<file path="src/rtl/battleship_pkg.sv">
// battleship_pkg
// Shared types and constants for the battleship turn sequencer:
//   - GRID_BITS : bits per row/column coordinate (8x8 grid)
//   - player_t  : 1-bit player id (0 = P1, 1 = P2)
//   - state_t   : turn sequencer FSM states
//   - count_w   : width needed to hold a hit count 0..n
//   - timer_w   : width of the shared down-counter (holds max(a,b)-1)
package battleship_pkg;

    localparam int GRID_BITS = 3;

    typedef logic player_t;

    typedef enum logic [2:0] {
        ST_IDLE     = 3'd0,
        ST_AIM      = 3'd1,
        ST_WAIT_ACK = 3'd2,
        ST_RESULT   = 3'd3,
        ST_DONE     = 3'd4
    } state_t;

    function automatic int count_w(input int n);
        return (n < 1) ? 1 : $clog2(n + 1);
    endfunction

    // The timer is only ever loaded with (limit - 1), so $clog2(limit) bits suffice.
    function automatic int timer_w(input int a, input int b);
        int m;
        m = (a > b) ? a : b;
        return (m < 2) ? 1 : $clog2(m);
    endfunction

endpackage

</file>
<file path="src/rtl/turn_timer.sv">
// turn_timer
// Loadable down-counter with a zero flag. Shared by the aiming timeout and
// the result display hold.
// Ports:
//   clk, rst_n   : clock, asynchronous active-low reset
//   load_i       : load load_val_i this cycle (takes priority over en_i)
//   load_val_i   : value to load
//   en_i         : decrement by one; saturates at zero
//   zero_o       : counter currently equals zero
module turn_timer #(
    parameter int W = 26
) (
    input  logic         clk,
    input  logic         rst_n,
    input  logic         load_i,
    input  logic [W-1:0] load_val_i,
    input  logic         en_i,
    output logic         zero_o
);

    logic [W-1:0] cnt_q;
    logic [W-1:0] cnt_d;

    always_comb begin
        cnt_d = cnt_q;
        if (load_i) begin
            cnt_d = load_val_i;
        end else if (en_i && (cnt_q != '0)) begin
            cnt_d = cnt_q - 1'b1;
        end
    end

    always_ff @(posedge clk or negedge rst_n) begin
        if (!rst_n) begin
            cnt_q <= '0;
        end else begin
            cnt_q <= cnt_d;
        end
    end

    assign zero_o = (cnt_q == '0);

endmodule

</file>
<file path="src/rtl/battle_turn_sequencer.sv">
// battle_turn_sequencer
// Two-player turn controller: starts a game on restart_pulse, alternates
// turns, latches the aimed cell on fire, queries the board store, tallies
// hits and declares a winner once a player has sunk every ship cell.
// Ports:
//   clk, rst_n                    : clock, asynchronous active-low reset
//   restart_pulse                 : new-game request (honoured in IDLE/DONE)
//   fire_btn, cursor_row/col      : fire pulse and current aim cell
//   shot_req/target/row/col       : board query (request side)
//   shot_ack/hit/repeat           : board response
//   idle_state, active_player     : game status
//   show_result, last_hit         : shot-result display
//   hits_p1, hits_p2              : per-player hit counts
//   game_over, winner             : end-of-game status
//   state_dbg                     : current FSM state (observability)
//
// Board handshake: shot_req is a level that rises the cycle after a fire is
// accepted and stays high, together with shot_target/row/col held stable,
// until the cycle in which shot_ack is sampled high; shot_hit and
// shot_repeat are only looked at in that same cycle. shot_ack seen in any
// other state is ignored.
module battle_turn_sequencer
    import battleship_pkg::*;
#(
    parameter int SHIP_CELLS   = 17,
    parameter int TURN_TIMEOUT = 50_000_000,
    parameter int SHOW_CYCLES  = 25_000_000
) (
    input  logic                              clk,
    input  logic                              rst_n,
    input  logic                              restart_pulse,
    input  logic                              fire_btn,
    input  logic [GRID_BITS-1:0]              cursor_row,
    input  logic [GRID_BITS-1:0]              cursor_col,
    output logic                              shot_req,
    output logic                              shot_target,
    output logic [GRID_BITS-1:0]              shot_row,
    output logic [GRID_BITS-1:0]              shot_col,
    input  logic                              shot_ack,
    input  logic                              shot_hit,
    input  logic                              shot_repeat,
    output logic                              idle_state,
    output logic                              active_player,
    output logic                              show_result,
    output logic                              last_hit,
    output logic [$clog2(SHIP_CELLS+1)-1:0]   hits_p1,
    output logic [$clog2(SHIP_CELLS+1)-1:0]   hits_p2,
    output logic                              game_over,
    output logic                              winner,
    output state_t                            state_dbg
);

    localparam int CW = $clog2(SHIP_CELLS + 1);
    localparam int TW = timer_w(TURN_TIMEOUT, SHOW_CYCLES);

    localparam logic [CW-1:0] SHIP_MAX  = CW'(SHIP_CELLS);
    localparam logic [TW-1:0] TURN_LOAD = TW'(TURN_TIMEOUT - 1);
    localparam logic [TW-1:0] SHOW_LOAD = TW'(SHOW_CYCLES - 1);

    state_t                state_q, state_d;
    player_t               player_q, player_d;
    player_t               winner_q, winner_d;
    logic                  req_q, req_d;
    logic                  target_q, target_d;
    logic [GRID_BITS-1:0]  row_q, row_d;
    logic [GRID_BITS-1:0]  col_q, col_d;
    logic                  idle_q, idle_d;
    logic                  show_q, show_d;
    logic                  last_hit_q, last_hit_d;
    logic                  game_over_q, game_over_d;
    logic [CW-1:0]         hits_p1_q, hits_p1_d;
    logic [CW-1:0]         hits_p2_q, hits_p2_d;

    logic                  tmr_load;
    logic [TW-1:0]         tmr_load_val;
    logic                  tmr_en;
    logic                  tmr_zero;

    logic [CW-1:0]         active_hits;

    turn_timer #(
        .W (TW)
    ) u_timer (
        .clk        (clk),
        .rst_n      (rst_n),
        .load_i     (tmr_load),
        .load_val_i (tmr_load_val),
        .en_i       (tmr_en),
        .zero_o     (tmr_zero)
    );

    assign active_hits = player_q ? hits_p2_q : hits_p1_q;

    always_comb begin
        state_d      = state_q;
        player_d     = player_q;
        winner_d     = winner_q;
        req_d        = req_q;
        target_d     = target_q;
        row_d        = row_q;
        col_d        = col_q;
        idle_d       = idle_q;
        show_d       = show_q;
        last_hit_d   = last_hit_q;
        game_over_d  = game_over_q;
        hits_p1_d    = hits_p1_q;
        hits_p2_d    = hits_p2_q;
        tmr_load     = 1'b0;
        tmr_load_val = TURN_LOAD;
        tmr_en       = 1'b0;

        case (state_q)
            ST_IDLE, ST_DONE: begin
                if (restart_pulse) begin
                    state_d     = ST_AIM;
                    player_d    = 1'b0;
                    winner_d    = 1'b0;
                    hits_p1_d   = '0;
                    hits_p2_d   = '0;
                    last_hit_d  = 1'b0;
                    game_over_d = 1'b0;
                    idle_d      = 1'b0;
                    tmr_load    = 1'b1;
                end
            end

            ST_AIM: begin
                // A fire in the timeout cycle takes precedence over the forfeit.
                if (fire_btn) begin
                    row_d    = cursor_row;
                    col_d    = cursor_col;
                    target_d = ~player_q;
                    req_d    = 1'b1;
                    state_d  = ST_WAIT_ACK;
                end else if (tmr_zero) begin
                    player_d = ~player_q;
                    tmr_load = 1'b1;
                end else begin
                    tmr_en = 1'b1;
                end
            end

            ST_WAIT_ACK: begin
                if (shot_ack) begin
                    req_d = 1'b0;
                    if (shot_repeat) begin
                        // Wasted shot on an already-fired cell: same player retries.
                        state_d  = ST_AIM;
                        tmr_load = 1'b1;
                    end else begin
                        last_hit_d = shot_hit;
                        if (shot_hit) begin
                            if (player_q) begin
                                hits_p2_d = hits_p2_q + 1'b1;
                            end else begin
                                hits_p1_d = hits_p1_q + 1'b1;
                            end
                        end
                        show_d       = 1'b1;
                        tmr_load     = 1'b1;
                        tmr_load_val = SHOW_LOAD;
                        state_d      = ST_RESULT;
                    end
                end
            end

            ST_RESULT: begin
                if (tmr_zero) begin
                    show_d = 1'b0;
                    // Hit counts were updated on entry, so active_hits is current.
                    if (active_hits == SHIP_MAX) begin
                        state_d     = ST_DONE;
                        game_over_d = 1'b1;
                        idle_d      = 1'b1;
                        winner_d    = player_q;
                    end else begin
                        player_d = ~player_q;
                        tmr_load = 1'b1;
                        state_d  = ST_AIM;
                    end
                end else begin
                    tmr_en = 1'b1;
                end
            end

            default: begin
                state_d = ST_IDLE;
                idle_d  = 1'b1;
                req_d   = 1'b0;
                show_d  = 1'b0;
            end
        endcase
    end

    always_ff @(posedge clk or negedge rst_n) begin
        if (!rst_n) begin
            state_q     <= ST_IDLE;
            player_q    <= 1'b0;
            winner_q    <= 1'b0;
            req_q       <= 1'b0;
            target_q    <= 1'b0;
            row_q       <= '0;
            col_q       <= '0;
            idle_q      <= 1'b1;
            show_q      <= 1'b0;
            last_hit_q  <= 1'b0;
            game_over_q <= 1'b0;
            hits_p1_q   <= '0;
            hits_p2_q   <= '0;
        end else begin
            state_q     <= state_d;
            player_q    <= player_d;
            winner_q    <= winner_d;
            req_q       <= req_d;
            target_q    <= target_d;
            row_q       <= row_d;
            col_q       <= col_d;
            idle_q      <= idle_d;
            show_q      <= show_d;
            last_hit_q  <= last_hit_d;
            game_over_q <= game_over_d;
            hits_p1_q   <= hits_p1_d;
            hits_p2_q   <= hits_p2_d;
        end
    end

    assign shot_req      = req_q;
    assign shot_target   = target_q;
    assign shot_row      = row_q;
    assign shot_col      = col_q;
    assign idle_state    = idle_q;
    assign active_player = player_q;
    assign show_result   = show_q;
    assign last_hit      = last_hit_q;
    assign hits_p1       = hits_p1_q;
    assign hits_p2       = hits_p2_q;
    assign game_over     = game_over_q;
    assign winner        = winner_q;
    assign state_dbg     = state_q;

endmodule

</file>
<file path="config.mk">
export PLATFORM = sky130hd
export DESIGN_NAME = battle_turn_sequencer
export DESIGN_NICKNAME = d
export VERILOG_FILES = /design/src/rtl/battleship_pkg.sv /design/src/rtl/turn_timer.sv /design/src/rtl/battle_turn_sequencer.sv
export SDC_FILE = /design/constraint.sdc
export NUM_CORES = 1
export LEC_CHECK = 0
export CORE_MARGIN = 3
export CORE_UTILIZATION = 50
export CTS_BUF_LIST = sky130_fd_sc_hd__clkbuf_16
export CTS_CLUSTER_DIAMETER = 50
export DETAILED_ROUTE_END_ITERATION = 10
export GPL_TIMING_DRIVEN = 0
export PLACE_DENSITY_LB_ADDON = 0.15
export SYNTH_ARGS = -nofsm -noshare
export SYNTH_HDL_FRONTEND = slang
export SYNTH_SLANG_ARGS = --single-unit
</file>
<file path="constraint.sdc">
create_clock -name clk -period 7.8 [get_ports clk]
set_clock_uncertainty 0.2 [all_clocks]
set_input_delay 1.17 -clock clk [delete_from_list [all_inputs] [get_ports clk]]
set_output_delay 1.17 -clock clk [all_outputs]
set_load 0.03 [all_outputs]
</file>
==> flow_summary.toml <==
[outcome]
run_status = "completed"

[critical_path]
reg2reg_slack_ns = 4.52
worst_r2r_endpoint = "u_timer.cnt_q[11]"
timing.critical_path.required_ns = 7.77
setup.worst_path.end_class = "register"
cp_data_arrival_time_ns = 3.46
r2r_start = "u_timer.cnt_q[11]"
crit_path_max_fanout = 7
r2r.worst_path.cells = 8
startpoint_type = "primary input"
worstSetupPathType = "in -> reg"

[drt]
detailroute.wirelength.met3_um = 270
iteration_0_drc_count_of_the_detailed_router = 124
drt-met1-wl_mm = 2.79
dr_vias_cell = 5.81
route.final.wire_length_mm = 6.32
highest_layer = "met4"
post_drt_wl_per_cell_um = 15.7
detail-route-antenna-nets = 0
route.met2.wl_mm = 3.18
vias = 2337
route.detailed.drc = 0
drtPass1Iterations = 5

[synthesis]
synth_area_leader_cell = "dfrtp_1"
post_synth_edffs = 0
synth.area.top_cells = "dfrtp_1, xnor2_1, nor3_1"
yosysWarnings = 0
yosysSeqAreaShare = 0.479
yosysUniqueCellTypes = 50
ys_ff_latch = 53
syn-num-nets = 301
ys_async_sr_fraction = 1.00
synth_area_um2 = 2770
yosysTopAreaCellShare = 0.470
syn_area_per_cell_um2 = 9.72
synth-main-ff-cell = "dfrtp_1"
netlist_instances = 285

[power]
p_leak_nw = 1.29
power_density_over_the_cells_nw_per_um2 = 327
power.internal_mw = 0.662
netSwitchingFraction = 0.403
p_total_mw = 1.11
p_clk_frac = 0.187
max-vdd-ir-drop_uv = 174
power_frac_comb = 0.439
share_seq_of_total_power = 0.374
power_switching_mw = 0.447

[clock_tree]
cts_sinks = 53
clock_tree_from_tritoncts = "yes"
cts_setup_buffers = 0
worst_skew_late_latency_ns = 0.29
clock_path_buffers = 2
numCtsBuffers = 5
htree_levels = 2
cts_hold_buffers = 0
clk_pin_slew_ns = 0.07
ctsRootBufferMaster = "clkbuf_16"
cts_resized = 0

[grt]
globalRouteOverflowTotal = 0
antenna_found_initial = 0
gr-usage-all-layers = 0.213
grt_pass1_vias = 2319
grt_pass1_wl_mm = 10.8
grt_start_max_net_pins = 36

[sta]
period_minus_slack_ns = 3.49
timing.max_slew.rel_slack = 0.293
worst-slew-pin-transition_ns = 1.06
final-setup-viol-count = 0
timing.final.crit_share = 0.448
achievable-frequency_ghz = 0.286
fin_setup_tns_ns = 0
setup_repair_after_global_routing_missed_its_margin = "false"
hold_viol_final = 0
final-max-slew-violation-count = 0

[placement]
port_buffers = 38
final_gp_congestion = 0.859
dpl.cell_count = 394
dpl.hpwl_mm = 4.54

[floorplan]
initial_utilization = 0.529
rows = 26
area_of_the_placeable_core_um2 = 5240
top_level_ports = 40
dieWidth_um = 80.4
die_height_um = 80.4
die-area_um2 = 6470

[finish]
layout-area-overhead-vs-synth_pct = 22.4
post_layout_nonfiller_instances = 402
final_net_count = 347
drive_gt1_frac = 0.0873
insertedDiodeCount = 0
regArea_um2 = 1330
multi_input_area_um2 = 1350
num-fill-cells = 410

[hold_path]
worst_hold_startpoint = "u_timer.cnt_q[0]"
hp-class = "reg -> reg"
hold_worst_path_end = "u_timer.cnt_q[0]"
hold_path_depth = 1

[job]
max_cap_viol_count = 0
power groups by stage:
stage	logic (mW)	registers, mW	clock network, mW
6_report	0.487	0.415	0.207
3_5_place_dp	0.486	0.419	0
5_1_grt	0.532	0.425	0.223
3_3_place_gp	0.478	0.414	0
4_1_cts	0.490	0.414	0.214
2_1_floorplan	0.243	0.489	0
worst max-delay path: stages:
cell and delay [ns]:
clkdlybuf4s50_1 0.45, nand2b_1 0.20, nand4_1 0.14, nor4_1 0.48, nand3_1 0.35, o311a_1 0.37, or3_1 0.30
layout make-up:
cell class	count	area share
well taps	70	0.0258
clock buffers	5	0.0369
multi-input cells	212	0.398
clock inverters	3	0.00332
plain buffers	14	0.0210
inverters	6	0.00664
flip-flops and latches	53	0.392
repair buffers	39	0.117
sequential cells by signal (all words and copies together) (netlist names), 3 cells and up:
| signal | count |
|---|---|
| hits_p2 | 5 |
| u_timer.cnt_q | 26 |
| hits_p1 | 5 |
| shot_row | 3 |
| shot_col | 3 |
| state_dbg | 3 |
per-stage QoR:
stage | setup slack (ns) | cell area, um2 | util | hold slack (ns)
finish | 4.31 | 3390 | 0.647 | 0.281
global route | 4.08 | 3390 | 0.647 | 0.308
CTS | 4.36 | 3390 | 0.647 | 0.289
detailed placement | 4.07 | 3250 | 0.621 | 0.281
global placement | 3.74 | 3240 | 0.618 | 0.262
floorplan | 4.80 | 2770 | - | 0.245
routing by layer:
metal  global-route usage  vias to the layer above
li1                     -                     1134
met1                0.269                     1136
met2                0.364                       57
met3               0.0437                       10
met4               0.0693                        0
met5                    0                        -
cell usage in the layout (no fill, tap or decap), types with 4 or more instances in the layout:
cell,Yosys,routed
a21oi_1,12,12
a31oi_1,6,6
buf_2,3,4
clkbuf_1,8,8
clkbuf_16,0,5
clkdlybuf4s50_1,0,37
dfrtp_1,52,52
inv_1,6,9
mux2_2,6,6
nand2_1,25,25
nand3_1,7,7
nand4_1,4,4
nor2_1,22,22
nor2b_1,4,4
nor3_1,19,19
nor4_1,7,7
o21ai_0,18,18
o31ai_1,4,4
or3_1,10,10
or4_1,6,6
xnor2_1,12,12
xor2_1,7,7
how the worst max path moves through the flow:
stage	start	to	depth (start not counted)
after floorplan	u_timer.cnt_q[11]	u_timer.cnt_q[16]	8
final	fire_btn	u_timer.cnt_q[23]	7
after global placement	rst_n	u_timer.cnt_q[4]	1
after CTS	fire_btn	u_timer.cnt_q[23]	7
after detailed placement	fire_btn	u_timer.cnt_q[23]	7
after global routing	fire_btn	u_timer.cnt_q[23]	7
cells in the mapped netlist, drive strengths merged, types with 2 or more instances:
| master | instances |
|---|---|
| nor3 | 19 |
| nor4 | 8 |
| ha | 3 |
| clkbuf | 8 |
| a21o | 2 |
| inv | 6 |
| buf | 6 |
| a22o | 2 |
| xor2 | 7 |
| nor2b | 4 |
| a21oi | 12 |
| and3 | 3 |
| a31oi | 6 |
| mux2 | 6 |
| nand3 | 7 |
| o31a | 2 |
| nand4 | 4 |
| nor4b | 3 |
| o31ai | 6 |
| a311oi | 2 |
| nor3b | 2 |
| xnor2 | 12 |
| nand2b | 3 |
| or4 | 8 |
| dfrtp | 52 |
| o211ai | 2 |
| nand2 | 25 |
| o21ai | 18 |
| nor2 | 23 |
| or3b | 2 |
| or3 | 10 |
cells by family after synthesis:
logic type | count (synthesis) | share of synthesized area
adder cells (fa/ha/maj) | 3 | 0.0136
multiplexers | 6 | 0.0244
AND/OR/NAND/NOR | 125 | 0.247
XOR/XNOR | 19 | 0.0601
buffers and inverters | 20 | 0.0339
flip-flops | 53 | 0.479
AO/OA/AOI/OAI | 59 | 0.142
(Power assumes the default switching activity.)
